==> config.mk <==
export PLATFORM = sky130hd
export DESIGN_NAME = vga_frame_generator
export DESIGN_NICKNAME = d
export VERILOG_FILES = /design/src/rtl/vga_pkg.sv /design/src/rtl/vga_axis_counter.sv /design/src/rtl/vga_frame_generator.sv
export SDC_FILE = /design/constraint.sdc
export NUM_CORES = 1
export LEC_CHECK = 0
export ABC_AREA = 1
export BUFFER_PORTS_ARGS = -buffer_cell sky130_fd_sc_hd__buf_2
export CELL_PAD_IN_SITES_DETAIL_PLACEMENT = 0
export CELL_PAD_IN_SITES_GLOBAL_PLACEMENT = 1
export CORE_MARGIN = 2
export CORE_UTILIZATION = 40
export CTS_BUF_LIST = sky130_fd_sc_hd__clkbuf_16
export DETAILED_ROUTE_END_ITERATION = 10
export PLACE_DENSITY_LB_ADDON = 0.08
export SYNTH_ARGS = -nofsm -noshare
export SYNTH_HDL_FRONTEND = slang
export SYNTH_SLANG_ARGS = --single-unit
==> constraint.sdc <==
create_clock -name clock -period 2.57 [get_ports clock]
set_clock_uncertainty 0.2 [all_clocks]
set_input_delay 0.1285 -clock clock [delete_from_list [all_inputs] [get_ports clock]]
set_output_delay 0.1285 -clock clock [all_outputs]
set_load 0.01 [all_outputs]
==> src/rtl/vga_pkg.sv <==
// Shared definitions for the VGA frame generator: pattern modes, 640x480@60
// timing preset and colour packing helpers.
package vga_pkg;

  typedef enum logic [1:0] {
    MODE_DATA     = 2'd0,
    MODE_GRADIENT = 2'd1,
    MODE_BARS     = 2'd2,
    MODE_SOLID    = 2'd3
  } mode_e;

  // 640x480@60 (25.175 MHz pixel clock)
  localparam int VGA640_H_ACTIVE = 640;
  localparam int VGA640_H_FRONT  = 16;
  localparam int VGA640_H_SYNC   = 96;
  localparam int VGA640_H_BACK   = 48;
  localparam int VGA640_V_ACTIVE = 480;
  localparam int VGA640_V_FRONT  = 10;
  localparam int VGA640_V_SYNC   = 2;
  localparam int VGA640_V_BACK   = 33;

  // Pack three channels of cb bits (cb <= 8) into {b,g,r}, low 3*cb bits.
  function automatic logic [23:0] pack_bgr(input logic [7:0] b, input logic [7:0] g,
                                           input logic [7:0] r, input int cb);
    logic [7:0] m;
    m = 8'((32'd1 << cb) - 32'd1);
    return (24'(b & m) << (2 * cb)) | (24'(g & m) << cb) | 24'(r & m);
  endfunction

  // cb-bit field of v starting at lsb; bits beyond v's real width read 0.
  function automatic logic [7:0] bit_field(input logic [31:0] v, input int lsb, input int cb);
    logic [31:0] m;
    m = (32'd1 << cb) - 32'd1;
    return 8'((v >> lsb) & m);
  endfunction

endpackage

==> src/rtl/vga_axis_counter.sv <==
// One timing axis: counter over active/front/sync/back with region decode.
module vga_axis_counter #(
  parameter int ACTIVE   = 640,
  parameter int FRONT    = 16,
  parameter int SYNC     = 96,
  parameter int BACK     = 48,
  parameter bit SYNC_POL = 1'b0,
  localparam int TOTAL   = ACTIVE + FRONT + SYNC + BACK,
  localparam int CW      = $clog2(TOTAL)
) (
  input  logic          clock,
  input  logic          reset,
  input  logic          step,
  output logic [CW-1:0] count,
  output logic          active,
  output logic          sync,
  output logic          wrap
);

  localparam logic [CW-1:0] LAST  = CW'(TOTAL - 1);
  localparam logic [CW-1:0] A_END = CW'(ACTIVE);
  localparam logic [CW-1:0] S_BEG = CW'(ACTIVE + FRONT);
  localparam logic [CW-1:0] S_END = CW'(ACTIVE + FRONT + SYNC);

  assign wrap   = step & (count == LAST);
  assign active = count < A_END;
  assign sync   = (count >= S_BEG && count < S_END) ? SYNC_POL : ~SYNC_POL;

  // advance on step, wrap to 0 after the last back-porch position
  always_ff @(posedge clock) begin
    if (reset)     count <= '0;
    else if (step) count <= wrap ? '0 : count + 1'b1;
  end

endmodule

==> src/rtl/vga_frame_generator.sv <==
// Parametrised VGA timing + pixel generator with pattern modes and a
// LATENCY-deep pipeline so colour lines up with externally fetched data.
module vga_frame_generator import vga_pkg::*; #(
  parameter int H_ACTIVE   = VGA640_H_ACTIVE,
  parameter int H_FRONT    = VGA640_H_FRONT,
  parameter int H_SYNC     = VGA640_H_SYNC,
  parameter int H_BACK     = VGA640_H_BACK,
  parameter int V_ACTIVE   = VGA640_V_ACTIVE,
  parameter int V_FRONT    = VGA640_V_FRONT,
  parameter int V_SYNC     = VGA640_V_SYNC,
  parameter int V_BACK     = VGA640_V_BACK,
  parameter bit HSYNC_POL  = 1'b0,
  parameter bit VSYNC_POL  = 1'b0,
  parameter int COLOR_BITS = 4,
  parameter int LATENCY    = 2,
  parameter int H_REPEAT   = 1
) (
  input  logic                          clock,
  input  logic                          reset,
  input  logic [1:0]                    mode,
  input  logic [3*COLOR_BITS-1:0]       color0,
  input  logic [3*COLOR_BITS-1:0]       color1,
  input  logic                          data,
  output logic                          data_clock_enable,
  output logic [$clog2(H_ACTIVE)-1:0]   x,
  output logic [$clog2(V_ACTIVE)-1:0]   y,
  output logic                          line_start,
  output logic                          frame_start,
  output logic [COLOR_BITS-1:0]         red,
  output logic [COLOR_BITS-1:0]         green,
  output logic [COLOR_BITS-1:0]         blue,
  output logic                          hsync,
  output logic                          vsync
);

  localparam int XW      = $clog2(H_ACTIVE);
  localparam int YW      = $clog2(V_ACTIVE);
  localparam int HCW     = $clog2(H_ACTIVE + H_FRONT + H_SYNC + H_BACK);
  localparam int VCW     = $clog2(V_ACTIVE + V_FRONT + V_SYNC + V_BACK);
  localparam int CW3     = 3 * COLOR_BITS;
  localparam int RW      = (H_REPEAT > 1) ? $clog2(H_REPEAT) : 1;
  localparam int BAR_W   = (H_ACTIVE / 8 > 0) ? H_ACTIVE / 8 : 1;
  localparam logic [RW-1:0] REP_LAST = RW'(H_REPEAT - 1);

  // per-pixel context carried down the latency pipeline
  typedef struct packed {
    logic          act;
    logic          hs;
    logic          vs;
    logic          stb;
    logic [1:0]    mode;
    logic [XW-1:0] x;
    logic [YW-1:0] y;
  } pix_t;

  localparam pix_t PIX_IDLE = '{act: 1'b0, hs: ~HSYNC_POL, vs: ~VSYNC_POL, stb: 1'b0,
                                mode: 2'd0, x: '0, y: '0};

  logic [HCW-1:0]       h_cnt;
  logic [VCW-1:0]       v_cnt;
  logic                 h_act, h_sync, h_wrap;
  logic                 v_act, v_sync, v_wrap;
  logic                 act, origin_q;
  logic [RW-1:0]        rep_cnt;
  logic [1:0]           mode_q, mode_eff;
  pix_t                 pix_now, pix_d;
  pix_t [LATENCY:1]     pix_pipe;
  logic                 pix_bit, data_hold;
  logic [2:0]           bar;
  logic [CW3-1:0]       pat;

  vga_axis_counter #(
    .ACTIVE(H_ACTIVE), .FRONT(H_FRONT), .SYNC(H_SYNC), .BACK(H_BACK), .SYNC_POL(HSYNC_POL)
  ) u_h (
    .clock(clock), .reset(reset), .step(1'b1),
    .count(h_cnt), .active(h_act), .sync(h_sync), .wrap(h_wrap)
  );

  vga_axis_counter #(
    .ACTIVE(V_ACTIVE), .FRONT(V_FRONT), .SYNC(V_SYNC), .BACK(V_BACK), .SYNC_POL(VSYNC_POL)
  ) u_v (
    .clock(clock), .reset(reset), .step(h_wrap),
    .count(v_cnt), .active(v_act), .sync(v_sync), .wrap(v_wrap)
  );

  assign act               = h_act & v_act;
  assign data_clock_enable = act & (rep_cnt == '0) & ~reset;
  assign x                 = (act & ~reset) ? XW'(h_cnt) : '0;
  assign y                 = (act & ~reset) ? YW'(v_cnt) : '0;
  assign line_start        = (h_cnt == '0) & v_act & ~reset;
  assign frame_start       = origin_q & ~reset;

  // origin_q is high exactly while counters sit at (0,0)
  always_ff @(posedge clock) begin
    if (reset) origin_q <= 1'b1;
    else       origin_q <= v_wrap;
  end

  // repeat counter: one fetch per H_REPEAT active cycles, realigned every line
  always_ff @(posedge clock) begin
    if (reset || h_wrap) rep_cnt <= '0;
    else if (act)        rep_cnt <= (rep_cnt == REP_LAST) ? '0 : rep_cnt + 1'b1;
  end

  // mode is frame-atomic; the origin pixel already uses the newly latched value
  always_ff @(posedge clock) begin
    if (reset)         mode_q <= MODE_DATA;
    else if (origin_q) mode_q <= mode;
  end

  assign mode_eff = origin_q ? mode : mode_q;
  assign pix_now  = '{act: act, hs: h_sync, vs: v_sync, stb: data_clock_enable,
                      mode: mode_eff, x: x, y: y};

  // delay pixel context by LATENCY so it meets the returning data bit
  always_ff @(posedge clock) begin
    if (reset) begin
      for (int k = 1; k <= LATENCY; k++) pix_pipe[k] <= PIX_IDLE;
    end else begin
      pix_pipe[1] <= pix_now;
      for (int k = 2; k <= LATENCY; k++) pix_pipe[k] <= pix_pipe[k-1];
    end
  end

  assign pix_d   = pix_pipe[LATENCY];
  assign pix_bit = pix_d.stb ? data : data_hold;
  assign bar     = 3'(32'(pix_d.x) / BAR_W);

  // hold the fetched bit across the repeated output cycles
  always_ff @(posedge clock) begin
    if (reset) data_hold <= 1'b0;
    else       data_hold <= pix_bit;
  end

  // pattern select, blanked outside the delayed active window
  always_comb begin
    pat = '0;
    case (pix_d.mode)
      MODE_DATA:     pat = pix_bit ? color1 : color0;
      MODE_GRADIENT: pat = CW3'(pack_bgr(bit_field(32'(pix_d.x), 4, COLOR_BITS),
                                         bit_field(32'(pix_d.y), 1, COLOR_BITS),
                                         bit_field(32'(pix_d.x), 1, COLOR_BITS), COLOR_BITS));
      MODE_BARS:     pat = CW3'(pack_bgr({8{bar[2]}}, {8{bar[1]}}, {8{bar[0]}}, COLOR_BITS));
      default:       pat = color1;
    endcase
    if (!pix_d.act) pat = '0;
  end

  // final output register: the last of LATENCY+1 aligned stages
  always_ff @(posedge clock) begin
    if (reset) begin
      red   <= '0;
      green <= '0;
      blue  <= '0;
      hsync <= ~HSYNC_POL;
      vsync <= ~VSYNC_POL;
    end else begin
      red   <= pat[COLOR_BITS-1:0];
      green <= pat[2*COLOR_BITS-1:COLOR_BITS];
      blue  <= pat[3*COLOR_BITS-1:2*COLOR_BITS];
      hsync <= pix_d.hs;
      vsync <= pix_d.vs;
    end
  end

endmodule

Yosys cells after proc, flatten, opt, wreduce, memory -nomap -nowiden. Cells that the tools add are included. W data, S select, Z words.

Output and inout port bits: 36. Input port bits: 29. Bits in registers: 79.

Order comparisons: 6. Divide/modulo/power cells: 1. Eq/ne operators: 4. Bitwise gates (word level): 15. Multiplexer cells: 10. Add/sub/neg operators: 3. Reduce and logical (&&, ||, !) cells: 7.

Operator list (number): $pmux W12 S3 (1); $div A10 B7 Y32 const B (1); $or A12 B4 Y12 (2); $or A12 B8 Y12 (2); $add A10 B1 Y10 const B (2); $eq A10 B10 Y1 const B (2); $lt A10 B10 Y1 const B (2); $lt A10 B9 Y1 const B (2); $mux W10 (2); $mux W12 (1); $ge A10 B10 Y1 const B (1); $ge A10 B9 Y1 const B (1); $logic_not A10 Y1 (1); $mux W9 (1); $and A1 B1 Y1 (8); $mux W1 (4); $reduce_or A2 Y1 (2); $not A1 Y1 (3); $eq A2 B1 Y1 const B (1); $eq A2 B2 Y1 const B (1); $logic_and A1 B1 Y1 (2); $logic_not A2 Y1 (1); $mux W2 (1); $add A1 B1 Y1 const B (1); $logic_or A1 B1 Y1 (1).

Logic depth before layout (Yosys ltp).
Depth in word-level cells: 4. Mapped depth: 17.

Cells and area by module. Synthesis repeated with hierarchy kept, for this count alone.

Cells, all modules: 497. Area, all modules: 3572.2 µm².

Modules (own cells, without submodules): vga_frame_generator (instances 1, area each 2479.9 µm², seq. area each 1081.0 µm², cells an instance 340); vga_axis_counter at u_h (instances 1, area each 554.3 µm², seq. area each 200.2 µm², cells an instance 76); vga_axis_counter at u_v (instances 1, area each 538.0 µm², seq. area each 200.2 µm², cells an instance 81).

Worst setup path after synthesis. OpenSTA, ideal clock, no wires.

Path type: register -> register. Start: reg pix_pipe, in the netlist pix_d[16]. End: reg red[0]. Required time: 2.248 ns. Arrival time: 2.028 ns. Cell stages (with the launch flop): 14. Path slack: 0.221 ns. Buffers on the path: 0. Period minus slack after synthesis: 2.349 ns. Cell sequence: dfxtp_1 inv_2 nand2_4 ha_1 o21bai_4 nand2_2 a21oi_1 nor2_2 nor2_4 nand3_4 a21oi_2 nand3_2 o21bai_4 a21oi_2.

Longest elaborated chain between the ends: 3.

Ends and longest elaborated chain: start: declaration (line vga_frame_generator.sv:67) `pix_t [LATENCY:1] pix_pipe;`; $div A10 B7 Y32 (line vga_frame_generator.sv:127) `assign bar = 3'(32'(pix_d.x) / BAR_W);`; $or A12 B4 Y12 (line vga_pkg.sv:27) `return (24'(b & m) << (2 * cb)) | (24'(g & m) << cb) | 24'(r & m);`; $pmux W12 S3 (line vga_frame_generator.sv:138) `case (pix_d.mode)`; end signal: assignment (line vga_frame_generator.sv:158) `red <= pat[COLOR_BITS-1:0];`; end: declaration (line vga_frame_generator.sv:29) `output logic [COLOR_BITS-1:0] red,`.

Every way passes these cells. A chain may end at the register's enable or synchronous reset.

Final worst setup path.
Start: reg pix_pipe, in the netlist pix_d[17]. End: reg red[2].

The elaborated chain is that of the path after synthesis.

==> metrics <==
status=finished, final reports clean; Peak Freq=416.9 MHz; share of cells above drive strength 1=between 20% and 30%; register share of total power=44.4%; ys async rst share=0%; most frequent cells in the layout=nor2_1 (81), dfxtp_1 (74), inv_1 (69); htree depth=3; P&R area growth vs syn=31.88%; maximum vdd drop=approximately 350 uV; Final Core Density=54.25%; commonest non-fill, non-tap cell in the layout=nor2_1; WS Path Type=reg -> reg; Switching Share=21.53%; clock latency on the worst-skew pair=0.32 ns; Rows=33; Hold Vio Cnt, Final=0; Warnings, synthesis=0; total gr overflow=0; part of the power in the clock network=48.2%; vias per cell=4.617; Synth Area in Adders=1.860%; Num CTS Buffers=9; slowest cell delay on critical path=0.36 ns; Post-Syn Area=3363 um^2; max_cap viols=0; Tmin final=~2.4 ns; sequential fraction of the synthesis area=45.24%; gpl congestion=0.8276; worst hold slack=0.04468 ns; slew of the pin with the lowest slew margin=0.5091 ns; hold_sp=color0[0]; WL final=7.834 mm; largest net degree at the start of global routing=28; final net count=576; Power Total=2.725 mW; Antenna Nets Post-Route=0; all-layer global routing usage=18.00%; number of synthesized register bits=76; post-synthesis compound-gate area fraction=between 10 and 15%; Max-slew headroom=65.93%; crit path buf inv count=1; Final Cycle Share=93.34%; Total Die Area=9158 um^2; Die H=around 96 um; Placed Area=3861 um^2; Syn Inst Count=444; Mapped Nets=between 400 and 500; Synth Area in Simple Gates=27.90%; Setup crit end kind=flip-flop; Pwr per Cell Area=roughly 610 nW/um^2; n_diodes=0; worst reg2reg startpoint=pix_d[17]$_SDFF_PP0_; via count=3010; reg2reg path depth=13; library cells used by synthesis=40; post-synthesis xor/xnor area fraction=less than 1%; worst hold path type=in -> reg; synthesized area per cell=7.575 um^2; Starting DRT DRC Count=98; Setup crit start kind=flip-flop; Post-synth top flop=dfxtp_1; leakage=slightly above 2 nW; initial antenna violation count=0; CTS tree=done; design area=roughly 4400 um^2; CTS Buffer Depth=2; R2R setup slack=between 0.15 and 0.2 ns; core area=8175 um^2; root buffer cell=clkbuf_16; Placed Cells=613; setup violators final=0; internal power=2.139 mW; DIE WIDTH=95.70 um; clock sink count=76; vias in the first global route=around 2800; # DRC=0; post-DP HPWL=5.832 mm; unrepaired setup endpoints after global routing=false; P_sw=586.7 uW; critical path arrival=2.40 ns; mux cell area share after synthesis=0%; CP delay by family, top=compound AO/OA/AOI/OAI gates; fin. max-slew vios=0; combinational power share=about 7.4%; worst endpoint required time=about 2.6 ns; hold worst-path end=red[0]$_SDFF_PP0_; CP max-delay cell=dfxtp_2; port buffer count=64; routed len/inst=around 12 um; crit path cell chain=inv_2 -> nand2_4 -> ha_4 -> o21bai_4 -> nand2_2 -> a21oi_1 -> nor2_2 -> nor2_4 -> nand3_1 -> a21oi_2 -> nand3_2 -> o21bai_4 -> a21oi_2; hold-critical path depth=5; largest family of logic cells by synthesized area=simple AND/OR/NAND/NOR gates; worst flop-to-flop path endpoint=red[2]$_SDFF_PP0_; fin cells=roughly 650; Post-synth EDFFs=0; clock-pin transition on the worst setup and hold timing paths=roughly 0.060 ns; starting density of the core=41.14%; Initial DRT Pass Iterations=4; IO Count=65; CP Max Fanout=5; first-pass GRT wire length=between 10 and 15 mm
## worst max-delay path by stage
stage	cells after the start	endpoint	startpoint	slack (ns)
final	13	red[2]$_SDFF_PP0_	pix_d[17]$_SDFF_PP0_	0.17
after global routing	15	red[2]$_SDFF_PP0_	pix_d[16]$_SDFF_PP0_	0.005
after CTS	13	red[2]$_SDFF_PP0_	pix_d[17]$_SDFF_PP0_	0.01
after detailed placement	15	red[2]$_SDFF_PP0_	pix_d[16]$_SDFF_PP0_	-0.02
after global placement	13	red[3]$_SDFF_PP0_	pix_d[16]$_SDFF_PP0_	0.1
after floorplan	13	red[0]$_SDFF_PP0_	pix_d[16]$_SDFF_PP0_	0.22
## layout make-up
cell class,count,area (um^2)
clock inverter,7,91.34
sequential,76,1526
clock buffer,9,225.2
fill,802,3740
inverter,79,299.0
timing repair buffer,97,635.6
tap,105,131.4
multi-input combinational,279,1526
## layer usage
layer | global-route usage (%) | part of all wire [%] | routed length [um]
met5 | 0 | 0 | 0
met4 | 5.357 | 0.33 | 26
met3 | 3.211 | 3.8 | 300
met2 | 30.30 | 47 | 3713
met1 | 23.59 | 48 | 3794
## logic make-up after synthesis
group,after synthesis
buf+inv,89
flops,76
simple gates,197
compound gates,76
xor+xnor,1
fa+ha+maj,5
## power by group through the flow
| stage | logic [mW] | clock network, mW | registers, mW |
|---|---|---|---|
| after CTS | 0.202 | 1.35 | 1.21 |
| after global placement | 0.177 | 0 | 1.24 |
| after detailed placement | 0.176 | 0 | 1.24 |
| after global routing | 0.224 | 1.41 | 1.21 |
| final | 0.200 | 1.31 | 1.21 |
| after floorplan | 0.104 | 0 | 1.24 |
## sequential cells by signal (all words and copies together) (netlist names)
register / flops
blue: 4
data_hold: 1
red: 4
hsync: 1
origin_q: 1
pix_d: 20
u_h.count: 10
pix_pipe: 20
u_v.count: 10
green: 4
vsync: 1
## Yosys cell counts, drive strengths merged (3+ instances only)
master	n	area share (%)
a21oi	20	3.6
a31oi	5	0.93
a41oi	3	0.78
buf	5	0.67
clkbuf	5	0.56
dfxtp	76	45
ha	5	1.9
inv	79	8.8
nand2	57	7.0
nand3	18	3.6
nand4	12	2.2
nor2	83	9.6
nor3	13	2.1
nor3b	4	0.89
nor4	3	0.74
o21a	6	1.3
o21ai	31	4.7
o21bai	4	1.6
or2	6	1.1
## worst reg2reg max path, delay by kind of cell, from the launching register on
kind	cells	cell delay, ns
compound gates	5	0.83
fa+ha+maj	1	0.20
buf+inv	1	0.07
simple gates	6	0.63
flops	1	0.36
## through the flow
step,TNS [ns],setup slack (ns)
floorplan,0,0.2205
global placement,0,0.09988
detailed placement,-0.04486,-0.01671
CTS,0,0.01442
global route,0,0.004719
finish,0,0.1711
## timing repair
| item | in CTS | in global routing |
|---|---|---|
| setup endpoints to repair | 4 | 17 |
| pin swaps | 0 | 4 |
| hold buffers | 22 | 0 |
| hold endpoints to repair | 17 | 0 |
| setup buffers | 0 | 1 |
| cloned | 0 | 0 |
| resized for setup | 1 | 7 |
Note: power is estimated with default switching activity, not from simulation.
